$ cat config.mk
export PLATFORM = sky130hd
export DESIGN_NAME = clk_gate_en_ctrl
export DESIGN_NICKNAME = d
export VERILOG_FILES = /design/src/rtl/clk_gate_pkg.sv /design/src/rtl/clk_gate_idle_cnt.sv /design/src/rtl/clk_gate_en_ctrl.sv
export SDC_FILE = /design/constraint.sdc
export NUM_CORES = 1
export LEC_CHECK = 0
export BUFFER_PORTS_ARGS = -buffer_cell sky130_fd_sc_hd__buf_2
export CORE_AREA = 4 4 41 43
export CTS_CLUSTER_SIZE = 10
export DETAILED_ROUTE_END_ITERATION = 6
export DIE_AREA = 0 0 45 47
export PLACE_DENSITY = 0.75
export SYNTH_ARGS = -nofsm -noshare
export SYNTH_HDL_FRONTEND = slang
export SYNTH_SLANG_ARGS = --single-unit
export TNS_END_PERCENT = 20
$ cat constraint.sdc
create_clock -name forever_cpuclk -period 1.95 [get_ports forever_cpuclk]
set_clock_uncertainty 0.1 [all_clocks]
set_input_delay 0.195 -clock forever_cpuclk [delete_from_list [all_inputs] [get_ports forever_cpuclk]]
set_output_delay 0.195 -clock forever_cpuclk [all_outputs]
set_load 0.02 [all_outputs]
$ cat src/rtl/clk_gate_pkg.sv
// Shared definitions for the clock-gate enable controller: state encoding and defaults.
package clk_gate_pkg;

    typedef enum logic [1:0] {
        StRun   = 2'b00,
        StGated = 2'b01,
        StWake  = 2'b10
    } state_e;

    localparam int unsigned IDLE_W_DEF   = 4;
    localparam int unsigned WAKE_LAT_DEF = 2;

endpackage

$ cat src/rtl/clk_gate_idle_cnt.sv
// Saturating idle-cycle counter with clear, increment and a live >= threshold compare.
module clk_gate_idle_cnt
    import clk_gate_pkg::*;
#(
    parameter int unsigned IDLE_W = IDLE_W_DEF
) (
    input  logic              i_clk,
    input  logic              i_rst_n,
    input  logic              i_clr,
    input  logic              i_inc,
    input  logic [IDLE_W-1:0] i_thresh,
    output logic [IDLE_W-1:0] o_cnt,
    output logic              o_at_thresh
);

    logic [IDLE_W-1:0] r_cnt;

    always_ff @(posedge i_clk or negedge i_rst_n) begin
        if (!i_rst_n) begin
            r_cnt <= '0;
        end else if (i_clr) begin
            r_cnt <= '0;
        end else if (i_inc && (r_cnt != {IDLE_W{1'b1}})) begin
            r_cnt <= r_cnt + 1'b1;
        end
    end

    assign o_cnt       = r_cnt;
    // >= rather than == so a threshold lowered below the count still gates
    assign o_at_thresh = (r_cnt >= i_thresh);

endmodule

$ cat src/rtl/clk_gate_en_ctrl.sv
// Registered E-pin driver for a latch-based clock gate: idle-timeout gating, wake warm-up and
// 4-phase wake_req/wake_ack handshake, all on the free-running clock.
module clk_gate_en_ctrl
    import clk_gate_pkg::*;
#(
    parameter int unsigned IDLE_W   = IDLE_W_DEF,
    parameter int unsigned WAKE_LAT = WAKE_LAT_DEF
) (
    input  logic              forever_cpuclk,
    input  logic              cpurst_b,
    input  logic              gate_dis,
    input  logic              busy,
    input  logic              wake_req,
    input  logic [IDLE_W-1:0] idle_thresh,
    output logic              clk_en,
    output logic              wake_ack,
    output logic              gated
);

    localparam int unsigned         WAKE_CW   = (WAKE_LAT > 1) ? $clog2(WAKE_LAT) : 1;
    localparam logic [WAKE_CW-1:0] WAKE_LAST = WAKE_CW'(WAKE_LAT - 1);

    state_e             r_state;
    logic [WAKE_CW-1:0] r_wake_cnt;
    logic               r_clk_en;
    logic               r_wake_ack;
    logic               r_gated;

    logic               w_idle;
    logic               w_run_idle;
    logic               w_at_thresh;
    logic [IDLE_W-1:0]  w_idle_cnt;

    assign w_idle     = !busy && !wake_req && !gate_dis;
    assign w_run_idle = (r_state == StRun) && w_idle;

    // Outside RUN the count is held at zero so RUN is always re-entered with a fresh count
    clk_gate_idle_cnt #(
        .IDLE_W (IDLE_W)
    ) u_idle_cnt (
        .i_clk       (forever_cpuclk),
        .i_rst_n     (cpurst_b),
        .i_clr       (!w_run_idle),
        .i_inc       (w_run_idle),
        .i_thresh    (idle_thresh),
        .o_cnt       (w_idle_cnt),
        .o_at_thresh (w_at_thresh)
    );

    always_ff @(posedge forever_cpuclk or negedge cpurst_b) begin
        if (!cpurst_b) begin
            r_state    <= StRun;
            r_wake_cnt <= '0;
            r_clk_en   <= 1'b1;
            r_gated    <= 1'b0;
        end else begin
            unique case (r_state)
                StRun: begin
                    if (w_idle && w_at_thresh) begin
                        r_state  <= StGated;
                        r_clk_en <= 1'b0;
                        r_gated  <= 1'b1;
                    end
                end
                StGated: begin
                    if (wake_req || gate_dis) begin
                        r_state    <= StWake;
                        r_wake_cnt <= '0;
                        r_clk_en   <= 1'b1;
                        r_gated    <= 1'b0;
                    end
                end
                StWake: begin
                    if (r_wake_cnt == WAKE_LAST) begin
                        r_state <= StRun;
                    end else begin
                        r_wake_cnt <= r_wake_cnt + 1'b1;
                    end
                end
                default: begin
                    r_state  <= StRun;
                    r_clk_en <= 1'b1;
                    r_gated  <= 1'b0;
                end
            endcase
        end
    end

    // Ack only once the clock is running in RUN; requests seen in GATED/WAKE wait for warm-up
    always_ff @(posedge forever_cpuclk or negedge cpurst_b) begin
        if (!cpurst_b) begin
            r_wake_ack <= 1'b0;
        end else if (!wake_req) begin
            r_wake_ack <= 1'b0;
        end else if (r_state == StRun) begin
            r_wake_ack <= 1'b1;
        end
    end

    assign clk_en   = r_clk_en;
    assign wake_ack = r_wake_ack;
    assign gated    = r_gated;

endmodule

==> results.toml, run 1 <==
[synth]
ys_seq_area_share_pct = 45.0
yosysTopAreaCellShare_pct = 40.3
synthTopCellsByArea = "dfrtp_1, ha_1, nor2_1"
syn_nets = 72
synthArstFlopShare_pct = 100
yosysTopAreaCell = "dfrtp_1"
synth_edf_count = 0
synth_cells = 58
synth_common_cells = "dfrtp_1, nor2_1, ha_1, inv_1, a21oi_1"
synthFlopType = "dfrtp_1"
syn_avg_cell_area_um2 = 9.64
synth_area_um2 = 559
yosysWarnings = 0
yosysUniqueCellTypes = 22
synth_seq_cells = 10

[finish]
areaGrowthSynthToFinish_pct = 22.1
drive_gt1_share_pct = 28.4
finalNonFillerCells = 89
fin_nets = 89
n_antenna_cell = 0
fin_util_pct = 52.5
fillers = 125

[die]
core-area_um2 = 1300
core.rowCount = 13
dieWidth_um = 45
dieArea_um2 = 2120
ios = 12
start_util_pct = 43.0
fp.dieH_um = 47

[global_route]
first_global_vias = 405
track_usage_pct = 11.2
grt_max_degree = 11
grt_first_pass_wirelength_mm = 1.62
overflow = 0
antenna_found_initial = 0

[route]
via_count = 447
drc = 0
wl_um = 918
dr.pass1.iters = 2
vias_per_cell = 5.02
drtAntennaViolNets = 0
drt_iter0_drc = 1
wl_per_cell_um = 10.3

[status]
status = "finished clean"

[timing]
min_period_ns = 1.72
relSlewSlack_pct = 76.4
finalHoldViolations = 0
setup_viol = 0
period_share_pct = 88.2
timing.fmax_mhz = 581
slew_violations = 0
tightestPinTransition_ns = 0.344
hold_slack_ns = 0.0823
tns_ns = 0
rsz0062_at_grt = "no"

[pwr]
fin_total_pwr_uw = 519
power.leakage_uw = 0.000334
powerDensity_nw_per_um2 = 759
ir_drop_mv = 0.549

[place]
numPortBuffers = 11
post-dp-hpwl_um = 733
dp_cells = 84
gp_congestion = 0.766

[worst_setup_path]
r2r_end = "gated"
worstPathRequired_ns = 2.01
critPathArrivalTime_ns = 1.78
reg2reg_depth = 6
r2r_slack_ns = 0.23
timing.rr.start = "u_idle_cnt.o_cnt[0]"
cp-end-kind = "flop"
startpoint_type = "flop"
crit_type = "flop to flop"
path_max_fanout = 3

[hold_path]
whs_path_depth = 2
worstHoldStart = "wake_req"
worstHoldEndpoint = "wake_ack"
hold_path_class = "input port to flop"

[run]
drv_cap = 0

[cts]
cts.sinks = 10
cts.clk_slew.worst_paths_ns = 0.07
htreeDepth = 1
numCtsBuffers = 3
cts_tree = "done"
clock_latency_ns = 0.26
cts_resized = 0
root_buffer = "clkbuf_4"
clk_path_buf_depth = 2
==> how the worst max path moves through the flow <==
| stage | start | endpoint | slack, ns | cells past startpoint |
|---|---|---|---|---|
| after detailed placement | u_idle_cnt.o_cnt[0] | gated | 0.20 | 6 |
| after global routing | u_idle_cnt.o_cnt[0] | gated | 0.07 | 6 |
| after global placement | u_idle_cnt.o_cnt[0] | gated | 0.26 | 6 |
| final | u_idle_cnt.o_cnt[0] | gated | 0.23 | 6 |
| after floorplan | u_idle_cnt.o_cnt[0] | gated | 0.23 | 6 |
| after CTS | u_idle_cnt.o_cnt[0] | gated | 0.19 | 6 |
==> critical path, cell delays in order, from the launching register on <==
cell and delay [ns]:
dfrtp_1 0.34, inv_1 0.04, ha_1 0.25, nand2b_1 0.13, a2111oi_0 0.38, a21oi_1 0.13, a22o_1 0.23
==> repair_timing <==
item                      CTS  global route
hold endpoints to repair   10             0
buffers inserted            0             0
hold buffers                1             0
==> area by class of cell <==
type | instances | area, µm² | area share [%]
inverter | 5 | 18.8 | 2.75
sequential | 10 | 251 | 36.8
multi-input combinational | 42 | 285 | 41.8
clock buffer | 4 | 36.3 | 5.31
tap | 15 | 18.8 | 2.75
timing repair buffer | 13 | 72.6 | 10.6
==> through the flow <==
stage	setup slack (ns)	cell area [µm²]
5_1_grt	0.0709	683
3_3_place_gp	0.264	637
6_report	0.229	683
4_1_cts	0.194	683
2_1_floorplan	0.230	559
3_5_place_dp	0.202	637
==> flip-flops by register name, indices dropped and copies added (netlist names) <==
register and count:
r_wake_cnt 1, r_state 2, u_idle_cnt.o_cnt 4, clk_en 1, gated 1, wake_ack 1
==> cells by family (layout without fill, tap and decap cells) <==
group,after synthesis,after routing,share of synthesized area (%)
compound gates,12,12,13.4
xor+xnor,1,1,1.57
fa+ha+maj,5,5,11.2
buf+inv,6,22,4.03
flops,10,10,45.0
mux,1,1,1.79
simple gates,23,23,23.0
==> power breakdown <==
| group | switching [µW] | internal [µW] | leakage, µW |
|---|---|---|---|
| Sequential | 12.0 | 233 | 0.000129 |
| Combinational | 49.1 | 38.0 | 0.000184 |
| Clock | 72.7 | 113 | 0.0000210 |
| Total | 134 | 385 | 0.000334 |
==> placed cells by master (no fill, tap or decap), types with 2 or more instances in the layout <==
cell type  synthesis  layout
a21oi_1            4       4
inv_1              5       5
nand2_1            3       3
clkbuf_4           0       3
nand3_1            2       2
buf_2              0      11
a22o_1             2       2
nor3_1             2       2
ha_1               5       5
nor2_1             9       9
or3_4              2       2
o21ai_0            3       3
nor3_2             2       2
dfrtp_1            9       9
==> routing by layer <==
| metal | share of wire [%] | vias to the layer above | track usage (%) |
|---|---|---|---|
| met2 | 40 | 14 | 17.8 |
| met3 | 6.2 | 4 | 3.45 |
| met4 | 3.4 | 0 | 8.77 |
| met5 | 0 | - | 0 |
| met1 | 51 | 196 | 12.6 |
| li1 | - | 233 | - |
Power figures use the tool's default switching activity.
==> inputs of run 2 (changes only) <==
==> constraint.sdc (replaced) <==
create_clock -name forever_cpuclk -period 1.95 [get_ports forever_cpuclk]
set_clock_uncertainty 0.1 [all_clocks]
set_input_delay 0.2925 -clock forever_cpuclk [delete_from_list [all_inputs] [get_ports forever_cpuclk]]
set_output_delay 0.2925 -clock forever_cpuclk [all_outputs]
set_load 0.02 [all_outputs]
==> results.toml, run 2 (same netlist as run 1, synthesis figures left out) <==
[status]
status = "finished clean"

[finish]
areaGrowthSynthToFinish_pct = 20.4
final_cell_area_um2 = 673
fin_nets = 89
drive_gt1_share_pct = 27.0
layout_commonest_cell = "buf_2"
n_antenna_cell = 0
final_cell_mix = "buf_2, nor2_1, dfrtp_1, inv_1, ha_1"
finalNonFillerCells = 89
fin_util_pct = 51.7
largest_register_ffs = 4

[worst_setup_path]
path_cells = "inv_1, ha_1, nand2b_1, a2111oi_0, a21oi_1, a22o_1"
worstPathRequired_ns = 2.00
reg2reg_depth = 6
cp-end-kind = "flop"
critPathArrivalTime_ns = 1.85
timing.rr.start = "u_idle_cnt.o_cnt[0]"
cpMaxStageDelayCell = "a2111oi_0"
critical-path-max-stage-delay_ns = 0.43
crit_type = "flop to flop"
r2r_slack_ns = 0.16
startpoint_type = "flop"
r2r_end = "gated"
path_max_fanout = 3

[cts]
clock_latency_ns = 0.27
htreeDepth = 1
cts_resized = 0
cts.clk_slew.worst_paths_ns = 0.07
cts.sinks = 10
cts_tree = "done"
clk_path_buf_depth = 2
numCtsBuffers = 3
root_buffer = "clkbuf_4"

[timing]
finalHoldViolations = 0
slew_violations = 0
period_share_pct = 92.0
tightestPinTransition_ns = 0.392
min_period_ns = 1.79
tns_ns = 0
relSlewSlack_pct = 73.2
timing.fmax_mhz = 557
setup_viol = 0
rsz0062_at_grt = "no"

[pwr]
p_int_uw = 351
power.leakage_uw = 0.000328
ir_drop_mv = 0.391
p_switching_uw = 133
pwr-share-comb_pct = 18.3
power_frac_seq_pct = 50.8
clkPwrFrac_pct = 30.9
powerDensity_nw_per_um2 = 719
p_sw_share_pct = 27.5

[global_route]
antenna_found_initial = 0
overflow = 0
first_global_vias = 424
grt_first_pass_wirelength_mm = 1.69
track_usage_pct = 11.3
grt_max_degree = 11

[die]
start_util_pct = 43.0
dieArea_um2 = 2120
core-area_um2 = 1300
core.rowCount = 13
fp.dieH_um = 47
ios = 12
dieWidth_um = 45

[route]
via_count = 444
vias_per_cell = 4.99
drc = 0
dr.pass1.iters = 2
drt_iter0_drc = 3
drtAntennaViolNets = 0
wl_per_cell_um = 11.3
wl_mm = 1.00

[hold_path]
whs_path_depth = 2
worstHoldEndpoint = "wake_ack"
worstHoldStart = "wake_req"
hold_path_class = "input port to flop"

[place]
dp_cells = 84
post_dp_cell_area_um2 = 637
post-dp-hpwl_um = 814
gp_congestion = 0.758
numPortBuffers = 11

[run]
drv_cap = 0
[run 2: cell counts in the layout (fill, tap and decap cells not counted)]
Identical to the previous run, type by type.
[run 2: repair_timing]
item	in CTS	in global routing
endpoints found under the hold margin	9	0
hold buffers	1	0
setup buffers	0	0
[run 2: power groups by stage]
| stage | combinational, µW | sequential [µW] | clock, µW |
|---|---|---|---|
| final | 88.4 | 246 | 149 |
| after global routing | 99.8 | 248 | 163 |
| after floorplan | 35.9 | 266 | 0 |
| after CTS | 90.3 | 246 | 157 |
| after detailed placement | 88.2 | 250 | 0 |
| after global placement | 84.9 | 250 | 0 |
[run 2: per-layer routing]
layer | vias up | share of wire, % | GRT usage [%] | wire length, µm
li1 | 236 | - | - | -
met2 | 13 | 46 | 17.8 | 465
met1 | 193 | 44 | 13.5 | 443
met4 | 0 | 2.0 | 7.02 | 20
met3 | 2 | 7.4 | 3.45 | 74
met5 | - | 0 | 0 | 0
[run 2: worst max-delay path by stage]
stage	start	to	slack, ns
6_report	u_idle_cnt.o_cnt[0]	gated	0.16
5_1_grt	u_idle_cnt.o_cnt[0]	gated	0.03
4_1_cts	u_idle_cnt.o_cnt[0]	gated	0.16
3_5_place_dp	idle_thresh[0]	gated	0.16
3_3_place_gp	idle_thresh[0]	gated	0.17
2_1_floorplan	u_idle_cnt.o_cnt[0]	gated	0.23
[run 2: area by class of cell]
type	instances	area, µm²
fillers	121	628
well taps	15	18.8
repair buffers	13	72.6
flip-flops and latches	10	251
clock buffers	4	26.3
inverters	5	18.8
multi-input cells	42	285
[run 2: critical path, delay by kind of cell, from the launching register on]
family	cells	cell delay (ns)
AOI/OAI and AO/OA	3	0.81
adders and majority gates	1	0.25
buffers and inverters	1	0.05
DFF	1	0.35
and+or+nand+nor	1	0.13
[run 2: metrics by stage]
step | setup WS, ns | hold slack, ns | total power (µW)
2_1_floorplan | 0.230 | -0.103 | 302
3_3_place_gp | 0.169 | 0.0608 | 335
3_5_place_dp | 0.160 | 0.0672 | 339
4_1_cts | 0.164 | 0.177 | 493
5_1_grt | 0.0278 | 0.202 | 511
6_report | 0.155 | 0.185 | 484
